## src/rtl/uart_pkg.sv

```systemverilog
// ---------------------------------------------------------------------------
// uart_pkg
// Shared constants and types for the UART transmitter and receiver.
//   UART_DATA_BITS     : data bits per frame (8N1 framing)
//   UART_CLKS_PER_BIT  : default clocks per bit (100 MHz / 115200 baud)
//   uart_state_e       : receiver FSM states
// ---------------------------------------------------------------------------
package uart_pkg;

    localparam int unsigned UART_DATA_BITS    = 8;
    localparam int unsigned UART_CLKS_PER_BIT = 868;

    typedef enum logic [2:0] {
        StIdle,
        StStart,
        StData,
        StStop,
        StBreak
    } uart_state_e;

endpackage

```

## src/rtl/uart_sync2.sv

```systemverilog
// ---------------------------------------------------------------------------
// uart_sync2
// Two-flop synchronizer for a single asynchronous input.
//   i_clk : destination clock
//   i_rst : synchronous active-high reset; both flops load RESET_VAL
//   i_d   : asynchronous input
//   o_q   : synchronized output, two cycles behind i_d
// ---------------------------------------------------------------------------
module uart_sync2 #(
    parameter logic RESET_VAL = 1'b1
) (
    input  logic i_clk,
    input  logic i_rst,
    input  logic i_d,
    output logic o_q
);

    logic r_meta;
    logic r_sync;

    always_ff @(posedge i_clk) begin
        if (i_rst) begin
            r_meta <= RESET_VAL;
            r_sync <= RESET_VAL;
        end else begin
            r_meta <= i_d;
            r_sync <= r_meta;
        end
    end

    assign o_q = r_sync;

endmodule

```

## src/rtl/uart_rx.sv

```systemverilog
// ---------------------------------------------------------------------------
// uart_rx
// 8N1 UART receiver. Synchronizes the serial line, samples each bit at its
// midpoint and holds the received byte behind a valid/ready handshake.
//   CLKS_PER_BIT : clocks per bit period; must be >= 4 and even
//   clk          : system clock
//   rst          : synchronous active-high reset; aborts any frame in flight
//   rx_in        : asynchronous serial line, idles high
//   rx_ready     : consumer takes the held byte when rx_valid && rx_ready
//   rx_data      : held byte, stable while rx_valid is high
//   rx_valid     : a byte is held and not yet consumed
//   rx_busy      : receiver is anywhere other than idle
//   rx_frame_err : one-cycle pulse, stop bit sampled low
//   rx_overrun   : one-cycle pulse, byte completed while the previous one
//                  was still held (new byte is dropped)
// ---------------------------------------------------------------------------
module uart_rx
    import uart_pkg::*;
#(
    parameter int unsigned CLKS_PER_BIT = UART_CLKS_PER_BIT
) (
    input  logic       clk,
    input  logic       rst,
    input  logic       rx_in,
    input  logic       rx_ready,
    output logic [7:0] rx_data,
    output logic       rx_valid,
    output logic       rx_busy,
    output logic       rx_frame_err,
    output logic       rx_overrun
);

    localparam int unsigned CNT_W = $clog2(CLKS_PER_BIT);
    localparam logic [CNT_W-1:0] HALF_LAST = CNT_W'(CLKS_PER_BIT / 2 - 1);
    localparam logic [CNT_W-1:0] FULL_LAST = CNT_W'(CLKS_PER_BIT - 1);
    localparam logic [2:0]       BIT_LAST  = 3'(UART_DATA_BITS - 1);

    logic        w_rx_s;

    uart_state_e r_state;
    uart_state_e w_state_nxt;
    logic [CNT_W-1:0] r_baud;
    logic [CNT_W-1:0] w_baud_nxt;
    logic [2:0]  r_bit;
    logic [2:0]  w_bit_nxt;
    logic [7:0]  r_shift;
    logic [7:0]  w_shift_nxt;
    logic [7:0]  r_data;
    logic [7:0]  w_data_nxt;
    logic        r_valid;
    logic        w_valid_nxt;
    logic        r_frame_err;
    logic        w_frame_err_nxt;
    logic        r_overrun;
    logic        w_overrun_nxt;

    uart_sync2 #(
        .RESET_VAL (1'b1)
    ) u_sync_rx (
        .i_clk (clk),
        .i_rst (rst),
        .i_d   (rx_in),
        .o_q   (w_rx_s)
    );

    always_ff @(posedge clk) begin
        if (rst) begin
            r_state     <= StIdle;
            r_baud      <= '0;
            r_bit       <= '0;
            r_shift     <= '0;
            r_data      <= '0;
            r_valid     <= 1'b0;
            r_frame_err <= 1'b0;
            r_overrun   <= 1'b0;
        end else begin
            r_state     <= w_state_nxt;
            r_baud      <= w_baud_nxt;
            r_bit       <= w_bit_nxt;
            r_shift     <= w_shift_nxt;
            r_data      <= w_data_nxt;
            r_valid     <= w_valid_nxt;
            r_frame_err <= w_frame_err_nxt;
            r_overrun   <= w_overrun_nxt;
        end
    end

    always_comb begin
        w_state_nxt     = r_state;
        w_baud_nxt      = r_baud;
        w_bit_nxt       = r_bit;
        w_shift_nxt     = r_shift;
        w_data_nxt      = r_data;
        w_valid_nxt     = r_valid;
        w_frame_err_nxt = 1'b0;
        w_overrun_nxt   = 1'b0;

        // Consumer handshake is resolved before any byte completion so a byte
        // finishing in the same cycle lands in the freshly emptied holder.
        if (r_valid && rx_ready) begin
            w_valid_nxt = 1'b0;
        end

        case (r_state)
            StIdle: begin
                if (!w_rx_s) begin
                    w_state_nxt = StStart;
                    w_baud_nxt  = '0;
                    w_bit_nxt   = '0;
                end
            end

            StStart: begin
                // Half a bit in, the start bit must still be low; otherwise
                // the falling edge was a glitch.
                if (r_baud == HALF_LAST) begin
                    w_baud_nxt  = '0;
                    w_state_nxt = w_rx_s ? StIdle : StData;
                end else begin
                    w_baud_nxt = r_baud + CNT_W'(1);
                end
            end

            StData: begin
                if (r_baud == FULL_LAST) begin
                    w_baud_nxt  = '0;
                    w_shift_nxt = {w_rx_s, r_shift[7:1]};
                    if (r_bit == BIT_LAST) begin
                        w_state_nxt = StStop;
                    end else begin
                        w_bit_nxt = r_bit + 3'd1;
                    end
                end else begin
                    w_baud_nxt = r_baud + CNT_W'(1);
                end
            end

            StStop: begin
                if (r_baud == FULL_LAST) begin
                    w_baud_nxt = '0;
                    if (w_rx_s) begin
                        w_state_nxt = StIdle;
                        if (w_valid_nxt) begin
                            w_overrun_nxt = 1'b1;
                        end else begin
                            w_data_nxt  = r_shift;
                            w_valid_nxt = 1'b1;
                        end
                    end else begin
                        w_frame_err_nxt = 1'b1;
                        w_state_nxt     = StBreak;
                    end
                end else begin
                    w_baud_nxt = r_baud + CNT_W'(1);
                end
            end

            StBreak: begin
                // Hold off until the line recovers so a stuck-low line does
                // not look like an endless stream of start bits.
                if (w_rx_s) begin
                    w_state_nxt = StIdle;
                end
            end

            default: begin
                w_state_nxt = StIdle;
            end
        endcase
    end

    assign rx_data      = r_data;
    assign rx_valid     = r_valid;
    assign rx_busy      = (r_state != StIdle);
    assign rx_frame_err = r_frame_err;
    assign rx_overrun   = r_overrun;

endmodule

```

## config.mk

```make
export PLATFORM = sky130hd
export DESIGN_NAME = uart_rx
export DESIGN_NICKNAME = d
export VERILOG_FILES = /design/src/rtl/uart_pkg.sv /design/src/rtl/uart_sync2.sv /design/src/rtl/uart_rx.sv
export SDC_FILE = /design/constraint.sdc
export NUM_CORES = 1
export LEC_CHECK = 0
export BUFFER_PORTS_ARGS = -buffer_cell sky130_fd_sc_hd__buf_2
export CAP_MARGIN = 30
export CORE_MARGIN = 1
export CORE_UTILIZATION = 52
export CTS_CLUSTER_SIZE = 12
export DETAILED_ROUTE_END_ITERATION = 12
export PLACE_DENSITY = 0.81
export SYNTH_ARGS = -nofsm -noshare
export SYNTH_HDL_FRONTEND = slang
export SYNTH_SLANG_ARGS = --single-unit
```

## constraint.sdc

```tcl
create_clock -name clk -period 1.6 [get_ports clk]
set_input_delay 0.48 -clock clk [delete_from_list [all_inputs] [get_ports clk]]
set_output_delay 0.48 -clock clk [all_outputs]
set_load 0.05 [all_outputs]
```

==> results of run 1 <==
==> power breakdown <==
part	leakage, nW	total (mW)	switching (mW)	internal [mW]
registers	0.301	0.933	0.00779	0.926
clock network	0.0392	0.550	0.294	0.256
logic	0.644	0.0977	0.0566	0.0411
==> cell usage after synthesis, drive strengths merged (2+ instances only) <==
cell type  number  area (µm²)
a21oi           4        20.0
a31oi           2        12.5
a32oi           2        17.5
and3            2        12.5
buf             2        10.0
clkbuf          7        26.3
dfxtp          37         741
ha              4        50.1
inv             3        11.3
mux2i          19         190
nand2          11        43.8
nand2b          5        31.3
nand3           9        45.0
nand4           3        25.0
nor2           27         101
nor3            6        30.0
nor3b           2        26.3
nor4b           2        32.5
o21ai           7        46.3
o22ai           2        12.5
o31ai           2        20.0
or2             3        18.8
or3             2        12.5
xnor2           2        17.5
==> flip-flops by register name, summed over array words and instances, names as in the netlist <==
signal / cells
rx_frame_err: 1
rx_data: 8
r_baud: 10
r_bit: 3
r_shift: 8
u_sync_rx.o_q: 1
rx_valid: 1
u_sync_rx.r_meta: 1
rx_overrun: 1
r_state: 3
==> cells by family (layout without fill, tap and decap cells) <==
kind of cell | Yosys count | in the layout | synth area share (%)
xor gates and xnor gates | 2 | 2 | 1.06
AOI/OAI and AO/OA | 24 | 25 | 10.5
adders and majority gates | 4 | 4 | 3.04
and+or+nand+nor | 76 | 76 | 26.0
muxes | 19 | 19 | 11.6
buffers and inverters | 12 | 53 | 2.89
DFF | 37 | 37 | 45.0
==> repair_timing <==
item | CTS | global route
setup endpoints to repair | 21 | 21
setup buffers | 6 | 2
pin swaps | 8 | 14
gates cloned | 1 | 0
gates resized for setup | 11 | 22
==> worst paths after layout <==
check | start | to
min | rx_in | u_sync_rx.r_meta$_SDFF_PP1_
max | r_state[1]$_SDFFE_PP0P_ | rx_busy
min reg2reg | u_sync_rx.r_meta$_SDFF_PP1_ | u_sync_rx.o_q$_SDFF_PP1_
max reg2reg | r_baud[0]$_SDFFE_PP0P_ | r_state[0]$_SDFFE_PP0P_
==> placed cells by master, fill, tap and decap left out, types with 2 or more instances in the layout <==
| cell | instances |
|---|---|
| or3_4 | 2 |
| ha_4 | 2 |
| clkbuf_4 | 5 |
| or2_2 | 2 |
| nand3_1 | 7 |
| dfxtp_2 | 4 |
| dfxtp_1 | 32 |
| o21ai_4 | 2 |
| o21ai_2 | 3 |
| buf_2 | 14 |
| o31ai_2 | 2 |
| a32oi_2 | 2 |
| xnor2_1 | 2 |
| a31oi_1 | 2 |
| o21ai_1 | 3 |
| a21oi_1 | 3 |
| inv_1 | 2 |
| nand4_1 | 2 |
| nor2_1 | 26 |
| nand2_1 | 10 |
| o22ai_1 | 2 |
| buf_4 | 24 |
| ha_1 | 2 |
| buf_6 | 4 |
| nor3_1 | 5 |
| mux2i_1 | 19 |
| nand2b_1 | 5 |
==> area by class of cell <==
type                    count  share of cell area, %
clock buffers               6                   2.82
clock inverters             1                  0.226
inverters                   3                  0.508
multi-input cells         126                   46.2
flip-flops and latches     37                   33.8
well taps                  44                   2.48
repair buffers             43                   14.0
==> metal layers <==
layer / wire length (µm) / part of all wire (%) / GRT usage, %
met1: 1730 / 43 / 28.3
met2: 1990 / 50 / 39.7
met3: 191 / 4.8 / 5.58
met4: 62 / 1.6 / 9.18
met5: 0 / 0 / 0
==> stage by stage <==
step                      instances  setup TNS, ns
after floorplan                 174              0
after global placement          244        -0.0649
after detailed placement        244         -0.836
after CTS                       258         -0.328
after global routing            260          -1.56
final                           260         -0.434
==> worst max-delay path, delay by kind of cell, from the launching register on <==
kind	cells	cell delay [ns]
flops	1	0.34
simple gates	1	0.34
buf+inv	2	0.31
==> flow_summary.yaml, run 1 <==
power_and_ir_drop:
  peakVddDrop_v: 0.000508
  p_per_area_nw_per_um2: 713
  p_leak_nw: 0.985
  p_total_mw: 1.58
drt:
  drt_iter0_drc: 50
  drc: 0
  avgViaCountPerCell: 5.66
  wire_per_inst_um: 15.3
  wl_mm: 3.98
  vias: 1472
  dr.pass1.iters: 4
  ant_nets: 0
global_routing:
  grt_pass1_vias: 1332
  grt_usage_pct: 23.3
  grt_antenna_before_repair: 0
  grt_max_degree: 18
  grt_pass1_wl_mm: 5.93
  grt_overflow: 0
placed_design:
  place_area_um2: 1940
  gp_congestion: 0.802
  portBuffers: 15
  pre_cts_ws_ns: -0.136
  dp_hpwl_mm: 2.60
final_layout:
  final_util_pct: 73.2
  finalInstanceArea_um2: 2220
  fillers: 191
  nNetsFinal: 224
  area_growth_pct: 34.7
  drive_gt1_share_pct: 40.7
  diodes: 0
  regArea_um2: 749
  multi_input_area_um2: 1020
synthesis:
  ys_ff_latch: 37
  yosys_warnings: 0
  synth_area_um2: 1650
  synth_edf_count: 0
  synthArstFlopShare_pct: 0
  synth_flop_cell: "dfxtp_1"
  synth_cells: 174
  syn_avg_cell_area_um2: 9.46
  ys_types: 40
  yosysSeqAreaShare_pct: 45.0
  synth_nets: 182
outcome:
  status: "finished, violations left"
  violations: "setup timing"
clocking:
  path_clk_slew_ns: 0.10
  clk_path_buf_depth: 2
  ctsHoldBuffers: 0
  cts_max_level: 2
  numCtsBuffers: 5
  clock_latency_ns: 0.34
  clock-sinks: 37
  clockRootBuffer: "clkbuf_4"
  cts_tree: "built"
floorplan:
  core_um2: 3030
  start_util_pct: 54.4
  die_x_um: 58.3
  die_h_um: 58.3
  io-pin-count: 16
  num_rows: 20
  design.die.area_um2: 3400
setup_path:
  crit_type: "reg -> out"
  cp_max_fo: 6
  cp_cell_sequence: "buf_4 -> or3_4 -> buf_6"
  crit_path_end_kind: "output port"
  reg2reg_slack_ns: -0.06
  slowest_delay_ns: 0.34
  required_ns: 1.12
  cp.arrival_ns: 1.33
  critical-path-slowest-cell: "dfxtp_2"
  worst-r2r-cell-count: 6
  setup.worst_path.start_class: "flip-flop"
timing:
  hold_slack_ns: 0.330
  setup_ws_ns: -0.208
  fmax_mhz: 553
  rsz0062_at_grt: "yes"
  finalHoldViolCount: 0
  finalCriticalPeriod_ns: 1.81
  max_slew_margin_pct: 79.1
  finalSetupViolCount: 8
  clock-skew-final_ns: 0.0100
  slew_violations: 0
  fin_crit_sh_pct: 113
  worstMarginPinSlew_ns: 0.312
job:
  cap_viol_max_count: 0
worst_hold_path:
  hold_path_class: "in -> reg"
  min_path_cells: 2
No activity file was read; power rests on OpenSTA's default activity.
==> run 2: changes to the inputs <==
- CORE_UTILIZATION: 52 -> 45
- PLACE_DENSITY: 0.81 -> 0.74
- clock period: 1.6 -> 1.5 ns (I/O delays scaled with it)
==> flow_summary.yaml, run 2 (synthesis gave the netlist of run 1 again) <==
final_layout:
  area_growth_pct: 35.0
  final_common_cell: "dfxtp_1"
  largest_reg_flops: 10
  drive_gt1_share_pct: 38.9
  final_util_pct: 65.1
  regMostFlops: "r_baud"
  nNetsFinal: 223
  diodes: 0
  fillers: 276
  final_cells: 262
  final_cell_mix: "32 x dfxtp_1, 27 x nor2_1, 22 x buf_4"
power_and_ir_drop:
  clockPowerShare_pct: 37.9
  p_leak_nw: 0.987
  combPwrFrac_pct: 5.6
  p_per_area_nw_per_um2: 792
  peakVddDrop_v: 0.000526
  power.internal_mw: 1.36
  pwr-share-seq_pct: 56.5
  switchingPower_uw: 405
  swShare_pct: 23.0
setup_path:
  r2r-start: "r_baud[1]$_SDFFE_PP0P_"
  cp-startpoint: "r_state[1]$_SDFFE_PP0P_"
  cp_top_family: "simple AND/OR/NAND/NOR gates"
  crit_type: "reg -> out"
  cp.depth: 3
  setup.worst_path.start_class: "flip-flop"
  reg2reg_slack_ns: -0.19
  cp_cell_sequence: "buf_6 -> or3_4 -> buf_8"
  timing.rr.end: "r_state[0]$_SDFFE_PP0P_"
  cp.arrival_ns: 1.32
  endpoint: "rx_busy"
  worst-r2r-cell-count: 8
  crit_buf_inv: 2
  required_ns: 1.05
  cp_max_fo: 6
  critical-path-slowest-cell: "or3_4"
  crit_path_end_kind: "output port"
  slowest_delay_ns: 0.35
timing:
  finalCriticalPeriod_ns: 1.77
  rsz0062_at_grt: "yes"
  setup_ws_ns: -0.274
  finalHoldViolCount: 0
  clock-skew-final_ns: 0.00823
  fin_crit_sh_pct: 118
  max_slew_margin_pct: 77.4
  slew_violations: 0
  fmax_mhz: 564
  finalSetupViolCount: 14
  worstMarginPinSlew_ns: 0.338
  hold_slack_ns: 0.277
global_routing:
  grt_pass1_vias: 1436
  grt_pass1_wl_mm: 6.40
  grt_max_degree: 18
  grt_overflow: 0
  grt_antenna_before_repair: 0
  grt_usage_pct: 21.0
floorplan:
  die_x_um: 62.5
  design.die.area_um2: 3910
  die_h_um: 62.5
  start_util_pct: 48.2
  num_rows: 21
  io-pin-count: 16
  core_um2: 3420
drt:
  dr.pass1.iters: 4
  wire_per_inst_um: 14.3
  drt_iter0_drc: 51
  avgViaCountPerCell: 5.50
  ant_nets: 0
  wl_mm: 3.75
  vias: 1442
  drc: 0
placed_design:
  gp_congestion: 0.823
  portBuffers: 15
  dp_hpwl_mm: 2.57
  dp.cells: 246
worst_hold_path:
  hold_start: "rx_in"
  hold_path_class: "in -> reg"
job:
  cap_viol_max_count: 0
clocking:
  path_clk_slew_ns: 0.11
  clockRootBuffer: "clkbuf_4"
  clock_latency_ns: 0.35
  clk_path_buf_depth: 2
  cts_tree: "built"
  cts_max_level: 2
  numCtsBuffers: 5
  clock-sinks: 37
outcome:
  status: "finished, violations left"
  violations: "setup timing"
==> run 2: metrics by stage <==
step	setup TNS (ns)	setup WS [ns]	total power, mW	area, µm²
final	-1.53	-0.274	1.76	2220
after global routing	-3.35	-0.325	1.84	2220
after CTS	-0.941	-0.275	1.78	2170
after detailed placement	-0.792	-0.181	1.10	1980
after global placement	-0.303	-0.0758	1.10	1980
after floorplan	-0.938	-0.0824	1.07	1730
==> run 2: power by group through the flow <==
stage                     clock, mW  combinational (mW)  sequential [mW]
after floorplan                   0              0.0595             1.02
after global placement            0              0.0828             1.02
after detailed placement          0              0.0849             1.02
after CTS                     0.690              0.0955            0.995
after global routing          0.739               0.107            0.997
final                         0.667              0.0995            0.995
==> run 2: worst min-delay path by stage <==
stage                                   to  depth (start not counted)  slack [ns]
6_report       u_sync_rx.r_meta$_SDFF_PP1_                          2        0.28
5_1_grt        u_sync_rx.r_meta$_SDFF_PP1_                          2        0.26
4_1_cts        u_sync_rx.r_meta$_SDFF_PP1_                          2        0.27
3_5_place_dp      u_sync_rx.o_q$_SDFF_PP1_                          1        0.40
3_3_place_gp      u_sync_rx.o_q$_SDFF_PP1_                          1        0.40
2_1_floorplan     u_sync_rx.o_q$_SDFF_PP1_                          1        0.39
==> run 2: layout make-up <==
| cell class | instances | area (µm²) | area share [%] |
|---|---|---|---|
| multi-input combinational | 126 | 990 | 44.5 |
| sequential | 37 | 752 | 33.8 |
| timing repair buffer | 42 | 327 | 14.7 |
| clock buffer | 7 | 76.3 | 3.43 |
| tap | 46 | 57.6 | 2.59 |
| inverter | 3 | 13.8 | 0.619 |
| clock inverter | 1 | 7.51 | 0.338 |
==> run 2: worst reg2reg max path, delay by kind of cell (launching register included) <==
family / cells / cell delay [ns]
AO/OA/AOI/OAI: 3 / 0.47
AND/OR/NAND/NOR: 2 / 0.39
flip-flops: 1 / 0.38
buffers and inverters: 2 / 0.22
adder cells (fa/ha/maj): 1 / 0.12
==> run 2: routing by layer <==
metal / vias to the layer above / routed length (µm) / global-route usage, %
met3: 9 / 128 / 5.84
met2: 28 / 1890 / 36.4
met5: - / 0 / 0
met4: 0 / 79 / 9.01
li1: 705 / - / -
met1: 700 / 1660 / 24.0
==> run 2: timing repair <==
item	in CTS	in global routing
setup buffers	5	2
resized for setup	15	7
hold buffers	0	0
cloned	1	0
endpoints found under the setup margin	23	27
pin swaps	10	5
==> run 3: changes to the inputs <==
- CTS_BUF_LIST: default -> sky130_fd_sc_hd__clkbuf_4
- PLACE_DENSITY: 0.74 -> 0.75
==> flow_summary.yaml, run 3 (synthesis gave the netlist of run 1 again) <==
placed_design:
  dp_hpwl_mm: 2.69
  gp_congestion: 0.816
  portBuffers: 15
  dp.cells: 247
floorplan:
  num_rows: 21
  io-pin-count: 16
  core_um2: 3420
  start_util_pct: 48.2
  die_h_um: 62.5
  design.die.area_um2: 3910
  die_x_um: 62.5
global_routing:
  grt_pass1_vias: 1453
  grt_pass1_wl_mm: 6.77
  grt_overflow: 0
  grt_antenna_before_repair: 0
  grt_max_degree: 17
  grt_usage_pct: 22.3
timing:
  worstMarginPinSlew_ns: 0.410
  rsz0062_at_grt: "yes"
  finalCriticalPeriod_ns: 1.79
  setup_ws_ns: -0.290
  slew_violations: 0
  clock-skew-final_ns: 0.00292
  max_slew_margin_pct: 72.3
  finalHoldViolCount: 0
  fmax_mhz: 559
  finalSetupViolCount: 36
  fin_crit_sh_pct: 119
setup_path:
  r2r-start: "r_baud[1]$_SDFFE_PP0P_"
  crit_path_end_kind: "output port"
  required_ns: 1.05
  reg2reg_slack_ns: -0.22
  setup.worst_path.start_class: "flip-flop"
  cp_max_fo: 7
  cp_top_family: "simple AND/OR/NAND/NOR gates"
  slowest_delay_ns: 0.42
  cp_cell_sequence: "or3_4 -> buf_8"
  cp-startpoint: "r_state[0]$_SDFFE_PP0P_"
  crit_type: "reg -> out"
  crit_buf_inv: 1
  cp.arrival_ns: 1.34
  critical-path-slowest-cell: "or3_4"
clocking:
  clock-sinks: 37
  cts_max_level: 2
  cts_tree: "built"
  ctsHoldBuffers: 0
  numCtsBuffers: 5
  clk_path_buf_depth: 2
  clock_latency_ns: 0.35
  clockRootBuffer: "clkbuf_4"
  path_clk_slew_ns: 0.10
final_layout:
  drive_gt1_share_pct: 45.3
  diodes: 0
  area_growth_pct: 41.3
  nNetsFinal: 231
  final_util_pct: 68.1
  fillers: 250
  final_cells: 269
  final_cell_mix: "32 x dfxtp_1, 25 x nor2_1, 22 x buf_4"
  final_common_cell: "dfxtp_1"
  largest_reg_flops: 10
  regArea_um2: 752
  regMostFlops: "r_baud"
  multi_input_area_um2: 1040
power_and_ir_drop:
  p_per_area_nw_per_um2: 687
  peakVddDrop_v: 0.000472
  p_leak_nw: 1.02
drt:
  ant_nets: 0
  wire_per_inst_um: 16.0
  wl_mm: 4.31
  drc: 0
  drt_iter0_drc: 53
  dr.pass1.iters: 5
  avgViaCountPerCell: 5.72
  vias: 1539
outcome:
  status: "finished, violations left"
  violations: "setup timing"
job:
  cap_viol_max_count: 0
worst_hold_path:
  hold_path_class: "in -> reg"
  hold_start: "rx_in"
-- run 3: worst paths after layout --
check                                endpoint  cells past startpoint
setup / recovery                      rx_busy                      2
hold / removal    u_sync_rx.r_meta$_SDFF_PP1_                      2
setup reg to reg      r_state[1]$_SDFFE_PP0P_                      8
hold reg to reg      u_sync_rx.o_q$_SDFF_PP1_                      1
-- run 3: what timing repair did --
| action | 4_1_cts | 5_1_grt |
|---|---|---|
| gates cloned | 1 | 0 |
| setup endpoints to repair | 21 | 36 |
| pin swaps | 14 | 15 |
| gates resized for setup | 20 | 21 |
| buffers inserted | 10 | 4 |
-- run 3: worst register-to-register path: stages, from the launching register on --
cell and delay, ns:
dfxtp_4 0.38, inv_4 0.06, ha_4 0.12, nand4b_4 0.10
nor4b_4 0.32, buf_4 0.21, o211ai_1 0.11, mux2i_1 0.16
nor3_1 0.19
-- run 3: area by class of cell --
class | instances | share of cell area, %
clock inverters | 2 | 0.484
inverters | 3 | 0.592
flip-flops and latches | 37 | 32.3
repair buffers | 50 | 17.8
multi-input cells | 126 | 44.7
clock buffers | 5 | 1.61
well taps | 46 | 2.47
-- run 3: routing by layer --
metal	GRT usage [%]	part of all wire (%)
met4	7.85	5.1
met2	38.5	49
met3	6.20	6.8
met5	0	0
met1	26.3	39
-- run 3: where the power goes --
part / internal [mW] / switching [mW] / total (mW) / leakage, nW
registers: 0.986 / 0.0101 / 0.996 / 0.302
logic: 0.0476 / 0.0633 / 0.111 / 0.694
clock network: 0.168 / 0.324 / 0.492 / 0.0247
total: 1.20 / 0.398 / 1.60 / 1.02
-- run 3: metrics by stage --
stage	cell area (µm²)	worst slack, ns	hold slack [ns]	setup TNS, ns	power [mW]
after floorplan	1730	-0.0824	0.389	-0.938	1.07
after detailed placement	1990	-0.158	0.402	-0.994	1.10
after global placement	1990	-0.0789	0.402	-0.307	1.10
after global routing	2330	-0.340	0.253	-6.88	1.67
final	2330	-0.290	0.271	-4.79	1.60
after CTS	2200	-0.277	0.265	-2.12	1.60
